--- src/rtl/mem_ctrl_pkg.sv ---
// -----------------------------------------------------------------------------
// mem_ctrl_pkg
// Shared definitions for the memory controller slice:
//   - memory visit codes driven on mem_vis_signal (IDLE/WRITE/READ_DATA/READ_INST)
//   - data_size codes (BYTE/HALF/WORD; code 3 is treated as WORD)
//   - controller state encoding IDLE/ACCESS/TAIL/DONE
//   - helpers: size code -> byte count, alignment test used when
//     MEM_CTRL_MISALIGN_CHECK_EN is defined
// -----------------------------------------------------------------------------
`timescale 1ns/1ps
package mem_ctrl_pkg;

   localparam logic [1:0] VIS_IDLE      = 2'b00;
   localparam logic [1:0] VIS_WRITE     = 2'b01;
   localparam logic [1:0] VIS_READ_DATA = 2'b10;
   localparam logic [1:0] VIS_READ_INST = 2'b11;

   localparam logic [1:0] SZ_BYTE = 2'b00;
   localparam logic [1:0] SZ_HALF = 2'b01;
   localparam logic [1:0] SZ_WORD = 2'b10;

   typedef enum logic [1:0] {
      ST_IDLE   = 2'b00,
      ST_ACCESS = 2'b01,
      ST_TAIL   = 2'b10,
      ST_DONE   = 2'b11
   } state_t;

   // Number of memory bytes touched by a request of the given size code.
   function automatic logic [2:0] size_to_n(input logic [1:0] sz);
      case (sz)
         SZ_BYTE: size_to_n = 3'd1;
         SZ_HALF: size_to_n = 3'd2;
         default: size_to_n = 3'd4;
      endcase
   endfunction

   // Halfwords need an even address, words a 4-byte aligned one.
   function automatic logic misaligned(input logic [2:0] n, input logic [1:0] a);
      misaligned = ((n == 3'd2) && a[0]) || ((n == 3'd4) && (a != 2'b00));
   endfunction

endpackage

--- src/rtl/mem_ctrl_if.sv ---
// -----------------------------------------------------------------------------
// mem_ctrl_if
// Bundles the requester side (icache fetch port, dcache data port) and the
// byte-wide main-memory port of mem_ctrl.
//   slave  : view used by mem_ctrl (takes requests + mem_data, drives the rest)
//   master : view used by the environment (caches + memory model)
// Optional macro MEM_CTRL_MISALIGN_CHECK_EN adds data_err.
// -----------------------------------------------------------------------------
`timescale 1ns/1ps
interface mem_ctrl_if #(
   parameter int ADDR_WIDTH = 20,
   parameter int LEN        = 32,
   parameter int BYTE_SIZE  = 8
) ();
   logic                  inst_req;
   logic [ADDR_WIDTH-1:0] inst_addr;
   logic                  inst_done;
   logic [LEN-1:0]        inst_data;
   logic                  data_req;
   logic                  data_we;
   logic [1:0]            data_size;
   logic [ADDR_WIDTH-1:0] data_addr;
   logic [LEN-1:0]        data_wdata;
   logic                  data_done;
   logic [LEN-1:0]        data_rdata;
   logic                  busy;
   logic [1:0]            mem_vis_signal;
   logic [ADDR_WIDTH-1:0] mem_vis_addr;
   logic [BYTE_SIZE-1:0]  writen_data;
   logic [BYTE_SIZE-1:0]  mem_data;
`ifdef MEM_CTRL_MISALIGN_CHECK_EN
   logic                  data_err;
`endif

   modport slave (
      input  inst_req, inst_addr, data_req, data_we, data_size, data_addr,
             data_wdata, mem_data,
`ifdef MEM_CTRL_MISALIGN_CHECK_EN
      output data_err,
`endif
      output inst_done, inst_data, data_done, data_rdata, busy,
             mem_vis_signal, mem_vis_addr, writen_data
   );

   modport master (
      output inst_req, inst_addr, data_req, data_we, data_size, data_addr,
             data_wdata, mem_data,
`ifdef MEM_CTRL_MISALIGN_CHECK_EN
      input  data_err,
`endif
      input  inst_done, inst_data, data_done, data_rdata, busy,
             mem_vis_signal, mem_vis_addr, writen_data
   );
endinterface

--- src/rtl/mem_ctrl_packer.sv ---
// -----------------------------------------------------------------------------
// mem_byte_packer
// Byte counter plus slicing/assembly for mem_ctrl.
//   clk, rst     : clock, synchronous active-high reset
//   i_load       : request accepted; latch i_wdata, clear counter and result
//   i_wdata      : write word presented at accept
//   i_adv        : advance the byte counter (one per ACCESS cycle)
//   i_cap        : store i_mem_data into result byte (o_cnt-1)
//   i_mem_data   : read byte from memory
//   o_cnt        : current byte counter
//   o_next_byte  : write byte for the following ACCESS cycle (index o_cnt+1)
//   o_merged     : result with i_mem_data inserted at byte (o_cnt-1)
// -----------------------------------------------------------------------------
`timescale 1ns/1ps
module mem_byte_packer #(
   parameter int LEN       = 32,
   parameter int BYTE_SIZE = 8
) (
   input  logic                 clk,
   input  logic                 rst,
   input  logic                 i_load,
   input  logic [LEN-1:0]       i_wdata,
   input  logic                 i_adv,
   input  logic                 i_cap,
   input  logic [BYTE_SIZE-1:0] i_mem_data,
   output logic [2:0]           o_cnt,
   output logic [BYTE_SIZE-1:0] o_next_byte,
   output logic [LEN-1:0]       o_merged
);
   logic [2:0]     r_cnt;
   logic [LEN-1:0] r_wdata;
   logic [LEN-1:0] r_result;
   logic [1:0]     w_cap_idx;
   logic [1:0]     w_next_idx;
   logic [LEN-1:0] w_merged;

   // Memory returns a byte one cycle after its address, so the byte landing
   // now belongs to the previous counter value.
   assign w_cap_idx  = 2'(r_cnt - 3'd1);
   assign w_next_idx = 2'(r_cnt + 3'd1);

   always_comb begin
      w_merged = r_result;
      w_merged[w_cap_idx*BYTE_SIZE +: BYTE_SIZE] = i_mem_data;
   end

   always_ff @(posedge clk) begin
      if (rst) begin
         r_cnt    <= 3'd0;
         r_wdata  <= '0;
         r_result <= '0;
      end else if (i_load) begin
         r_cnt    <= 3'd0;
         r_wdata  <= i_wdata;
         r_result <= '0;
      end else begin
         if (i_adv) r_cnt <= r_cnt + 3'd1;
         if (i_cap) r_result <= w_merged;
      end
   end

   assign o_cnt       = r_cnt;
   assign o_next_byte = r_wdata[w_next_idx*BYTE_SIZE +: BYTE_SIZE];
   assign o_merged    = w_merged;
endmodule

--- src/rtl/mem_ctrl.sv ---
// -----------------------------------------------------------------------------
// mem_ctrl
// Arbitrates the byte-wide main memory between instruction fetch and data
// requests (data has fixed priority) and serialises each word/halfword/byte
// request into little-endian byte accesses. All outputs are registered.
//   clk  : clock
//   rst  : synchronous active-high reset (aborts any transfer, no done pulse)
//   bus  : mem_ctrl_if.slave -- requester ports, done/data returns, busy and
//          the memory port (mem_vis_signal, mem_vis_addr, writen_data, mem_data)
// Optional macro MEM_CTRL_MISALIGN_CHECK_EN: misaligned requests skip memory
// and complete in one cycle; data requests additionally pulse data_err.
// -----------------------------------------------------------------------------
`timescale 1ns/1ps
module mem_ctrl
   import mem_ctrl_pkg::*;
#(
   parameter int ADDR_WIDTH = 20,
   parameter int LEN        = 32,
   parameter int BYTE_SIZE  = 8
) (
   input logic        clk,
   input logic        rst,
   mem_ctrl_if.slave  bus
);
   state_t                r_state, w_next;
   logic                  r_grant_data, r_we;
   logic [2:0]            r_n;
   logic [1:0]            r_vis, w_vis;
   logic [ADDR_WIDTH-1:0] r_addr, w_addr;
   logic [BYTE_SIZE-1:0]  r_wbyte, w_wbyte;
   logic                  r_inst_done, w_inst_done, r_data_done, w_data_done;
   logic [LEN-1:0]        r_inst_data, w_inst_data, r_data_rdata, w_data_rdata;
   logic                  r_busy;
   logic                  w_accept, w_adv, w_cap, w_last;
   logic                  w_sel_data, w_sel_we;
   logic [2:0]            w_sel_n;
   logic [ADDR_WIDTH-1:0] w_sel_addr;
   logic [2:0]            w_cnt;
   logic [BYTE_SIZE-1:0]  w_next_byte;
   logic [LEN-1:0]        w_merged;
`ifdef MEM_CTRL_MISALIGN_CHECK_EN
   logic                  r_err, w_err, w_sel_mis;
`endif

   mem_byte_packer #(.LEN(LEN), .BYTE_SIZE(BYTE_SIZE)) u_packer (
      .clk         (clk),
      .rst         (rst),
      .i_load      (w_accept),
      .i_wdata     (bus.data_wdata),
      .i_adv       (w_adv),
      .i_cap       (w_cap),
      .i_mem_data  (bus.mem_data),
      .o_cnt       (w_cnt),
      .o_next_byte (w_next_byte),
      .o_merged    (w_merged)
   );

   // Request selection: data wins, instruction fetches are always word reads.
   assign w_sel_data = bus.data_req;
   assign w_sel_we   = bus.data_req & bus.data_we;
   assign w_sel_n    = bus.data_req ? size_to_n(bus.data_size) : 3'd4;
   assign w_sel_addr = bus.data_req ? bus.data_addr : bus.inst_addr;
   assign w_last     = (w_cnt == (r_n - 3'd1));
`ifdef MEM_CTRL_MISALIGN_CHECK_EN
   assign w_sel_mis  = misaligned(w_sel_n, w_sel_addr[1:0]);
`endif

   always_ff @(posedge clk) begin
      if (rst) r_state <= ST_IDLE;
      else     r_state <= w_next;
   end

   // Next-state and next-output logic; outputs are registered below so each
   // value computed here appears on the bus in the following cycle.
   always_comb begin
      w_next       = r_state;
      w_vis        = VIS_IDLE;
      w_addr       = r_addr;
      w_wbyte      = r_wbyte;
      w_inst_done  = 1'b0;
      w_data_done  = 1'b0;
      w_inst_data  = r_inst_data;
      w_data_rdata = r_data_rdata;
      w_accept     = 1'b0;
      w_adv        = 1'b0;
      w_cap        = 1'b0;
`ifdef MEM_CTRL_MISALIGN_CHECK_EN
      w_err        = 1'b0;
`endif
      case (r_state)
         ST_IDLE: begin
            if (bus.data_req || bus.inst_req) begin
               w_accept = 1'b1;
`ifdef MEM_CTRL_MISALIGN_CHECK_EN
               if (w_sel_mis) begin
                  w_next      = ST_DONE;
                  w_data_done = w_sel_data;
                  w_inst_done = ~w_sel_data;
                  w_err       = w_sel_data;
               end else begin
`endif
                  w_next  = ST_ACCESS;
                  w_addr  = w_sel_addr;
                  w_wbyte = bus.data_wdata[BYTE_SIZE-1:0];
                  w_vis   = w_sel_we ? VIS_WRITE :
                            (w_sel_data ? VIS_READ_DATA : VIS_READ_INST);
`ifdef MEM_CTRL_MISALIGN_CHECK_EN
               end
`endif
            end
         end
         ST_ACCESS: begin
            w_adv = 1'b1;
            w_cap = ~r_we && (w_cnt != 3'd0);
            if (w_last) begin
               // Writes finish here; reads wait one cycle for the last byte.
               w_next = r_we ? ST_DONE : ST_TAIL;
               if (r_we) begin
                  w_data_done = r_grant_data;
                  w_inst_done = ~r_grant_data;
               end
            end else begin
               w_vis   = r_vis;
               w_addr  = r_addr + 1'b1;
               w_wbyte = w_next_byte;
            end
         end
         ST_TAIL: begin
            w_cap  = 1'b1;
            w_next = ST_DONE;
            if (r_grant_data) begin
               w_data_done  = 1'b1;
               w_data_rdata = w_merged;
            end else begin
               w_inst_done  = 1'b1;
               w_inst_data  = w_merged;
            end
         end
         ST_DONE: w_next = ST_IDLE;
         default: w_next = ST_IDLE;
      endcase
   end

   always_ff @(posedge clk) begin
      if (rst) begin
         r_grant_data <= 1'b0;
         r_we         <= 1'b0;
         r_n          <= 3'd0;
         r_vis        <= VIS_IDLE;
         r_addr       <= '0;
         r_wbyte      <= '0;
         r_inst_done  <= 1'b0;
         r_data_done  <= 1'b0;
         r_inst_data  <= '0;
         r_data_rdata <= '0;
         r_busy       <= 1'b0;
`ifdef MEM_CTRL_MISALIGN_CHECK_EN
         r_err        <= 1'b0;
`endif
      end else begin
         if (w_accept) begin
            r_grant_data <= w_sel_data;
            r_we         <= w_sel_we;
            r_n          <= w_sel_n;
         end
         r_vis        <= w_vis;
         r_addr       <= w_addr;
         r_wbyte      <= w_wbyte;
         r_inst_done  <= w_inst_done;
         r_data_done  <= w_data_done;
         r_inst_data  <= w_inst_data;
         r_data_rdata <= w_data_rdata;
         r_busy       <= (w_next != ST_IDLE);
`ifdef MEM_CTRL_MISALIGN_CHECK_EN
         r_err        <= w_err;
`endif
      end
   end

   assign bus.mem_vis_signal = r_vis;
   assign bus.mem_vis_addr   = r_addr;
   assign bus.writen_data    = r_wbyte;
   assign bus.inst_done      = r_inst_done;
   assign bus.inst_data      = r_inst_data;
   assign bus.data_done      = r_data_done;
   assign bus.data_rdata     = r_data_rdata;
   assign bus.busy           = r_busy;
`ifdef MEM_CTRL_MISALIGN_CHECK_EN
   assign bus.data_err       = r_err;
`endif
endmodule

--- src/flat_wrapper.sv ---
// flat-port wrapper written by rule: the top's interface ports become plain ports
module mem_ctrl_flat import mem_ctrl_pkg::*;
#(
   parameter int ADDR_WIDTH = 20,
   parameter int LEN        = 32,
   parameter int BYTE_SIZE  = 8
)
  (clk, rst, bus_inst_req, bus_inst_addr, bus_data_req, bus_data_we, bus_data_size, bus_data_addr, bus_data_wdata, bus_mem_data, bus_inst_done, bus_inst_data, bus_data_done, bus_data_rdata, bus_busy, bus_mem_vis_signal, bus_mem_vis_addr, bus_writen_data);
  mem_ctrl_if #(.ADDR_WIDTH(ADDR_WIDTH), .LEN(LEN), .BYTE_SIZE(BYTE_SIZE)) bus_i ();
  input logic clk;
  input logic rst;
  input wire logic [$bits(bus_i.inst_req)-1:0] bus_inst_req;
  input wire logic [$bits(bus_i.inst_addr)-1:0] bus_inst_addr;
  input wire logic [$bits(bus_i.data_req)-1:0] bus_data_req;
  input wire logic [$bits(bus_i.data_we)-1:0] bus_data_we;
  input wire logic [$bits(bus_i.data_size)-1:0] bus_data_size;
  input wire logic [$bits(bus_i.data_addr)-1:0] bus_data_addr;
  input wire logic [$bits(bus_i.data_wdata)-1:0] bus_data_wdata;
  input wire logic [$bits(bus_i.mem_data)-1:0] bus_mem_data;
  output wire logic [$bits(bus_i.inst_done)-1:0] bus_inst_done;
  output wire logic [$bits(bus_i.inst_data)-1:0] bus_inst_data;
  output wire logic [$bits(bus_i.data_done)-1:0] bus_data_done;
  output wire logic [$bits(bus_i.data_rdata)-1:0] bus_data_rdata;
  output wire logic [$bits(bus_i.busy)-1:0] bus_busy;
  output wire logic [$bits(bus_i.mem_vis_signal)-1:0] bus_mem_vis_signal;
  output wire logic [$bits(bus_i.mem_vis_addr)-1:0] bus_mem_vis_addr;
  output wire logic [$bits(bus_i.writen_data)-1:0] bus_writen_data;
  assign bus_i.inst_req = bus_inst_req;
  assign bus_i.inst_addr = bus_inst_addr;
  assign bus_i.data_req = bus_data_req;
  assign bus_i.data_we = bus_data_we;
  assign bus_i.data_size = bus_data_size;
  assign bus_i.data_addr = bus_data_addr;
  assign bus_i.data_wdata = bus_data_wdata;
  assign bus_i.mem_data = bus_mem_data;
  assign bus_inst_done = bus_i.inst_done;
  assign bus_inst_data = bus_i.inst_data;
  assign bus_data_done = bus_i.data_done;
  assign bus_data_rdata = bus_i.data_rdata;
  assign bus_busy = bus_i.busy;
  assign bus_mem_vis_signal = bus_i.mem_vis_signal;
  assign bus_mem_vis_addr = bus_i.mem_vis_addr;
  assign bus_writen_data = bus_i.writen_data;
  mem_ctrl #(.ADDR_WIDTH(ADDR_WIDTH), .LEN(LEN), .BYTE_SIZE(BYTE_SIZE)) u_core (.clk(clk), .rst(rst), .bus(bus_i));
endmodule
--- config.mk ---
export PLATFORM = sky130hd
export DESIGN_NAME = mem_ctrl_flat
export DESIGN_NICKNAME = d
export VERILOG_FILES = /design/src/rtl/mem_ctrl_pkg.sv /design/src/rtl/mem_ctrl_if.sv /design/src/rtl/mem_ctrl_packer.sv /design/src/rtl/mem_ctrl.sv /design/src/flat_wrapper.sv
export SDC_FILE = /design/constraint.sdc
export NUM_CORES = 1
export LEC_CHECK = 0
export CAP_MARGIN = 40
export CORE_AREA = 2 2 170 172
export CTS_CLUSTER_SIZE = 8
export DETAILED_ROUTE_END_ITERATION = 12
export DIE_AREA = 0 0 172 174
export SLEW_MARGIN = 5
export SYNTH_ARGS = -nofsm -noshare
export SYNTH_HDL_FRONTEND = slang
export SYNTH_SLANG_ARGS = --single-unit
--- constraint.sdc ---
create_clock -name clk -period 3.8 [get_ports clk]
set_input_delay 1.14 -clock clk [delete_from_list [all_inputs] [get_ports clk]]
set_output_delay 1.14 -clock clk [all_outputs]
set_load 0.005 [all_outputs]
# Word level (Yosys, flattened, before mapping)
# Cells that the tools add are included.
dict set report op_classes {
  bitwise 3
  n_shift 3
  muxes 31
  reduce_logical 11
  n_eq_ne 8
  add_sub_neg 5
}
# operator n
set op_table {}
lappend op_table {{$mux 20} 3}
lappend op_table {{$pmux 20 s2} 1}
lappend op_table {{$neg 5->34} 1}
lappend op_table {{$shift 8x34->32 const A} 1}
lappend op_table {{$shiftx 8x34->32} 1}
lappend op_table {{$bwmux 32} 1}
lappend op_table {{$shiftx 32x6->8} 1}
lappend op_table {{$add 20x1->20 const B} 1}
lappend op_table {{$mux 8} 2}
lappend op_table {{$pmux 8 s2} 1}
lappend op_table {{$mux 1} 11}
lappend op_table {{$mux 2} 5}
lappend op_table {{$pmux 2 s4} 1}
lappend op_table {{$pmux 1 s2} 3}
lappend op_table {{$pmux 3 s2} 1}
lappend op_table {{$eq 2x1->1 const B} 2}
lappend op_table {{$eq 2x2->1 const B} 2}
lappend op_table {{$logic_not 2->1} 2}
lappend op_table {{$ne 2x1->1 const B} 2}
lappend op_table {{$pmux 2 s2} 1}
lappend op_table {{$reduce_and 2->1} 2}
lappend op_table {{$reduce_bool 2->1} 2}
lappend op_table {{$add 3x1->3 const B} 1}
lappend op_table {{$eq 3x3->1} 1}
lappend op_table {{other kinds (11)} 12}
dict set report totals {
  word_cells 76
  regBits 171
  out_inout_bits 97
  inputBits 87
}

# Depth between registers and ports, before layout
dict set report depth {
  depth_word 5
  depth_mapped 10
  mapped_depth_nobuf 6
}

# Cells and area by module
# A second synthesis with hierarchy kept.
dict set report hier_totals {
  hier_cells 948
  hier_area_um2 7902.6
}
# module cells_per_inst area_each_um2 instances seq_area_each_um2
set modules_own_cells {}
lappend modules_own_cells {mem_ctrl 595 4708.3 1 2082.0}
lappend modules_own_cells {mem_byte_packer 353 3194.3 1 1341.3}

# Worst setup path before layout
# OpenSTA, ideal clock, no wires.
dict set report synth_path {
  path_kind {in2reg}
  start {in bus_data_req}
  end {reg u_core.r_addr[9] (netlist: u_core.bus.mem_vis_addr[9])}
  setup_ps 120
  arrival_time_ps 2491
  stages 6
  setup_slack_ps 1189
  required_ps 3680
  path_buffers 2
  path_cell_list {clkbuf_1 -> nor3b_2 -> or2_2 -> buf_2 -> o31a_2 -> o31a_1}
}
dict set report synth_via {
  elab_chain_len 3
  word_cells_on_any_way 6
  cone_classes {eq/ne (1); mux (3); reduce/logical (2)}
}
# item line
set synth_rtl {}
lappend synth_rtl {{from (decl)} flat_wrapper.sv:14} ;# input wire logic [$bits(bus_i.data_req)-1:0] bus_data_req;
lappend synth_rtl {{$mux 20 or $logic_or 1x1->1 (tied branches)} {mem_ctrl.sv:62, mem_ctrl.sv:92}}
lappend synth_rtl {{$mux 20 or $ne 2x1->1 (tied branches)} n/a}
lappend synth_rtl {{$pmux 20 s2 or $reduce_and 3->1 (tied branches)} n/a}
lappend synth_rtl {{to (signal assigned)} mem_ctrl.sv:167} ;# r_addr <= w_addr;
lappend synth_rtl {{to (decl)} mem_ctrl.sv:29} ;# logic [ADDR_WIDTH-1:0] r_addr, w_addr;
# Parallel ways exist; a longest one is shown, timed or not. The select of a mux whose other input is x is not followed.
# A chain may end at the register's enable or synchronous reset.

# Final worst setup path
dict set report layout_path {
  start {reg u_core.u_packer.r_cnt[1] (netlist: u_core.u_packer.o_cnt[1])}
  end {reg u_core.r_inst_data[26] (netlist: u_core.bus.inst_data[26])}
}
dict set report layout_via {
  elab_chain_len 4
  word_cells_on_any_way 5
  cone_classes {add/sub (2); shift (2); mux (1)}
}
# item line
set layout_rtl {}
lappend layout_rtl {{from (decl)} mem_ctrl_packer.sv:30} ;# logic [2:0] r_cnt;
lappend layout_rtl {{from (signal assigned)} mem_ctrl_packer.sv:57} ;# if (i_adv) r_cnt <= r_cnt + 3'd1;
lappend layout_rtl {{$sub 2x1->2 *} mem_ctrl_packer.sv:39} ;# assign w_cap_idx = 2'(r_cnt - 3'd1);
lappend layout_rtl {{$neg 5->34 *} mem_ctrl_packer.sv:44} ;# w_merged[w_cap_idx*BYTE_SIZE +: BYTE_SIZE] = i_mem_data;
lappend layout_rtl {{$shiftx 8x34->32 or $shift 8x34->32 (tied branches)} mem_ctrl_packer.sv:44}
lappend layout_rtl {{$bwmux 32 *} mem_ctrl_packer.sv:44}
lappend layout_rtl {{to (signal assigned)} mem_ctrl.sv:171} ;# r_inst_data <= w_inst_data;
lappend layout_rtl {{to (decl)} mem_ctrl.sv:32} ;# logic [LEN-1:0] r_inst_data, w_inst_data, r_data_rdata, w_data_rdata;
# Every way passes the cells marked *; elsewhere a longest branch is shown, timed or not.

==> results.py <==
metrics = {
    "global_routing": {
        "track_usage_pct": 16.3,
        "grt_pass1_wl_mm": 38.4,
        "grt_max_degree": 68,
        "grt_util_met2_pct": 25.2,
        "met1_usage_pct": 22.8,
        "busiest_layer": "met2",
        "met3_usage_pct": 3.03,
        "grt_antenna_before_repair": 2,
        "grt_pass1_vias": 6796,
        "grt_overflow": 0,
    },
    "timing": {
        "setup_tns_ps": 0,
        "relSlewSlack_pct": 45.0,
        "worstMarginPinSlew_ps": 823,
        "setup_viol": 0,
        "skew_ps": 17.6,
        "finalCriticalPeriod_ps": 2780,
        "hold_violations": 0,
        "slew_viol_final": 0,
        "fin_crit_sh_pct": 73.1,
        "clock.fmax_mhz": 360,
        "grt_setup_unrepaired": "false",
    },
    "cells_and_area": {
        "instances_no_fill": 1430,
        "drive_above_1_share_pct": 8.60,
        "antenna_cells": 0,
        "n_fill_cell": 2901,
        "area_growth_pct": 35.3,
        "nets": 1131,
        "layout_commonest_cell": "clkdlybuf4s50_1",
        "final_cell_mix": "clkdlybuf4s50_1, dfxtp_1, a21oi_1",
    },
    "min_path": {
        "whs_path_depth": 2,
        "hold_path.class": "reg2reg",
    },
    "floorplan": {
        "die_x_um": 172,
        "core_mm2": 0.0282,
        "die_h_um": 174,
        "rows": 62,
        "start_util_pct": 27.5,
        "dieArea_mm2": 0.0299,
        "io_pins": 184,
    },
    "drt": {
        "drt-total-wl_mm": 24.4,
        "dr_total_vias": 7220,
        "routedWlPerCell_um": 17.1,
        "drtIter0Drc": 676,
        "first_pass_iters": 6,
        "drc_errors": 0,
        "detail-route-antenna-nets": 0,
        "vias_per_cell": 5.05,
    },
    "synth": {
        "seq_area_frac_synth_pct": 44.0,
        "synth.area.top_cells": "dfxtp_1, a211oi_1, a21oi_1, nand2_1, nor2_1",
        "synth.net_count": 985,
        "synth_area_mm2": 0.00778,
        "synthDistinctLibCells": 67,
        "avgSynthCellArea_um2": 8.77,
        "synth-seq-cells": 171,
        "synthFlopType": "dfxtp_1",
        "syn_inst": 887,
        "yosys.area.top_type_share_pct": 44.0,
        "synth_area_leader_cell": "dfxtp_1",
        "synthArstFlopShare_pct": 0,
        "synth-edff-count": 0,
        "ys_warn_count": 0,
    },
    "setup_path": {
        "path_max_fanout": 13,
        "crit_required_ps": 4150,
        "crit_cells": 5,
        "end_kind": "flop",
        "path_cells": "inv_1 > ha_1 > nor4b_2 > a21oi_1 > a211oi_1",
        "cpLargestDelayFamily": "simple AND/OR/NAND/NOR gates",
        "cpMaxStageDelayCell": "nor4b_2",
        "crit_type": "reg2reg",
        "cp-start-kind": "flop",
        "worstPathArrival_ps": 3120,
        "cp.buffers_inverters": 1,
        "critPathMaxStageDelay_ps": 830,
        "reg2reg_depth": 5,
    },
    "place": {
        "dp_cells": 1398,
        "dp_hpwl_mm": 16.6,
        "io_buffer_count": 183,
        "gp_congestion": 0.822,
    },
    "clock_network": {
        "cts_resized": 0,
        "clockBufferDepth": 2,
        "clkLatencyLatePin_ps": 440,
        "cts_sinks": 171,
        "cts_hold_buf": 0,
        "post_cts.repair.setup_buffers": 0,
        "cts_root_buf": "clkbuf_16",
        "clk_pin_slew_ps": 80,
        "cts_tree": "built",
        "htreeDepth": 4,
        "cts_buffers": 17,
    },
    "status": {
        "outcome": "complete, no violations",
    },
    "job": {
        "max-cap-violations": 0,
    },
    "power": {
        "leakage_nw": 3.51,
        "ir_drop_uv": 236,
        "pwr_density_cell_mw_per_mm2": 420,
    },
}
==> kinds of logic (layout without fill, tap and decap cells) <==
family	count (synthesis)	after routing	share of synthesized area [%]
muxes	27	27	4.78
adders and majority gates	11	11	1.77
AOI/OAI and AO/OA	300	300	26.0
xor gates and xnor gates	8	8	1.34
DFF	171	171	44.0
buffers and inverters	89	248	4.63
and+or+nand+nor	281	281	17.5
==> cells in the mapped netlist (all sizes together) (2+ instances only) <==
cell / count
nand4b: 2
or2: 2
inv: 11
mux2i: 18
a31oi: 13
dfxtp: 171
a22o: 4
o311ai: 3
buf: 17
nor4: 6
a31o: 2
o21ai: 6
nand4: 11
clkinv: 2
nand2: 93
nor2b: 36
and2: 3
o211ai: 3
o221a: 2
clkbuf: 59
mux4: 8
nand2b: 3
xnor2: 3
a21oi: 123
nor2: 81
a311oi: 2
a211oi: 111
a22oi: 2
o31a: 5
and3: 3
ha: 11
a221oi: 2
nor4b: 3
nor3: 12
o41ai: 5
nand3b: 3
o31ai: 9
nand3: 14
and4: 3
xor2: 3
==> final timing paths <==
kind	start	end	slack, ps
setup / recovery	u_core.u_packer.o_cnt[1]	u_core.bus.inst_data[26]	1020
setup reg to reg	u_core.u_packer.o_cnt[1]	u_core.bus.inst_data[26]	1020
hold reg to reg	u_core.u_packer.r_wdata[12]	u_core.u_packer.r_wdata[12]	460
hold / removal	u_core.u_packer.r_wdata[12]	u_core.u_packer.r_wdata[12]	460
==> per-layer routing <==
metal | vias up | routed length, um | part of all wire [%]
li1 | 3538 | - | -
met1 | 3456 | 11700 | 48
met2 | 188 | 11200 | 46
met3 | 36 | 1100 | 4.5
met4 | 2 | 485 | 2.0
met5 | - | 13 | 0.053
==> cell type report <==
| cell class | instances | area, um^2 | share of cell area (%) |
|---|---|---|---|
| Multi-Input combinational cell | 627 | 4020 | 38.2 |
| Sequential cell | 171 | 3420 | 32.5 |
| Timing Repair Buffer | 203 | 1980 | 18.8 |
| Tap cell | 384 | 480 | 4.56 |
| Clock buffer | 20 | 447 | 4.24 |
| Clock inverter | 12 | 131 | 1.25 |
| Inverter | 13 | 48.8 | 0.464 |
==> state kept, by name, summed over array words and instances (netlist names) <==
signal and cells:
u_core.r_grant_data 1, u_core.r_we 1, u_core.r_state 2, u_core.bus.data_rdata 32
u_core.u_packer.r_result 32, u_core.u_packer.r_wdata 32, u_core.bus.busy 1, u_core.bus.inst_done 1
u_core.bus.writen_data 8, u_core.bus.inst_data 32, u_core.r_n 3, u_core.bus.data_done 1
u_core.u_packer.o_cnt 3, u_core.bus.mem_vis_addr 20, u_core.bus.mem_vis_signal 2
==> tightest hold or removal path: stages (launching register included) <==
cell     delay, ps
dfxtp_1        310
nand2_1         50
a21oi_1         50
==> where the power goes <==
| part | total (mW) | switching (mW) | leakage, nW | internal [mW] |
|---|---|---|---|---|
| logic | 0.722 | 0.392 | 1.84 | 0.330 |
| registers | 1.95 | 0.0756 | 1.39 | 1.87 |
| clock network | 1.75 | 0.808 | 0.274 | 0.942 |
==> metrics by stage <==
stage	setup slack [ps]	utilization, %	total power [mW]	instance area [um^2]	hold slack (ps)
after CTS	989	37.3	4.47	10500	457
final	1020	37.3	4.42	10500	456
after detailed placement	774	35.2	2.71	9950	447
after floorplan	1190	-	2.38	7780	433
after global placement	786	35.2	2.71	9950	440
after global routing	742	37.3	4.60	10500	469
Note: power is estimated with default switching activity, not from simulation.
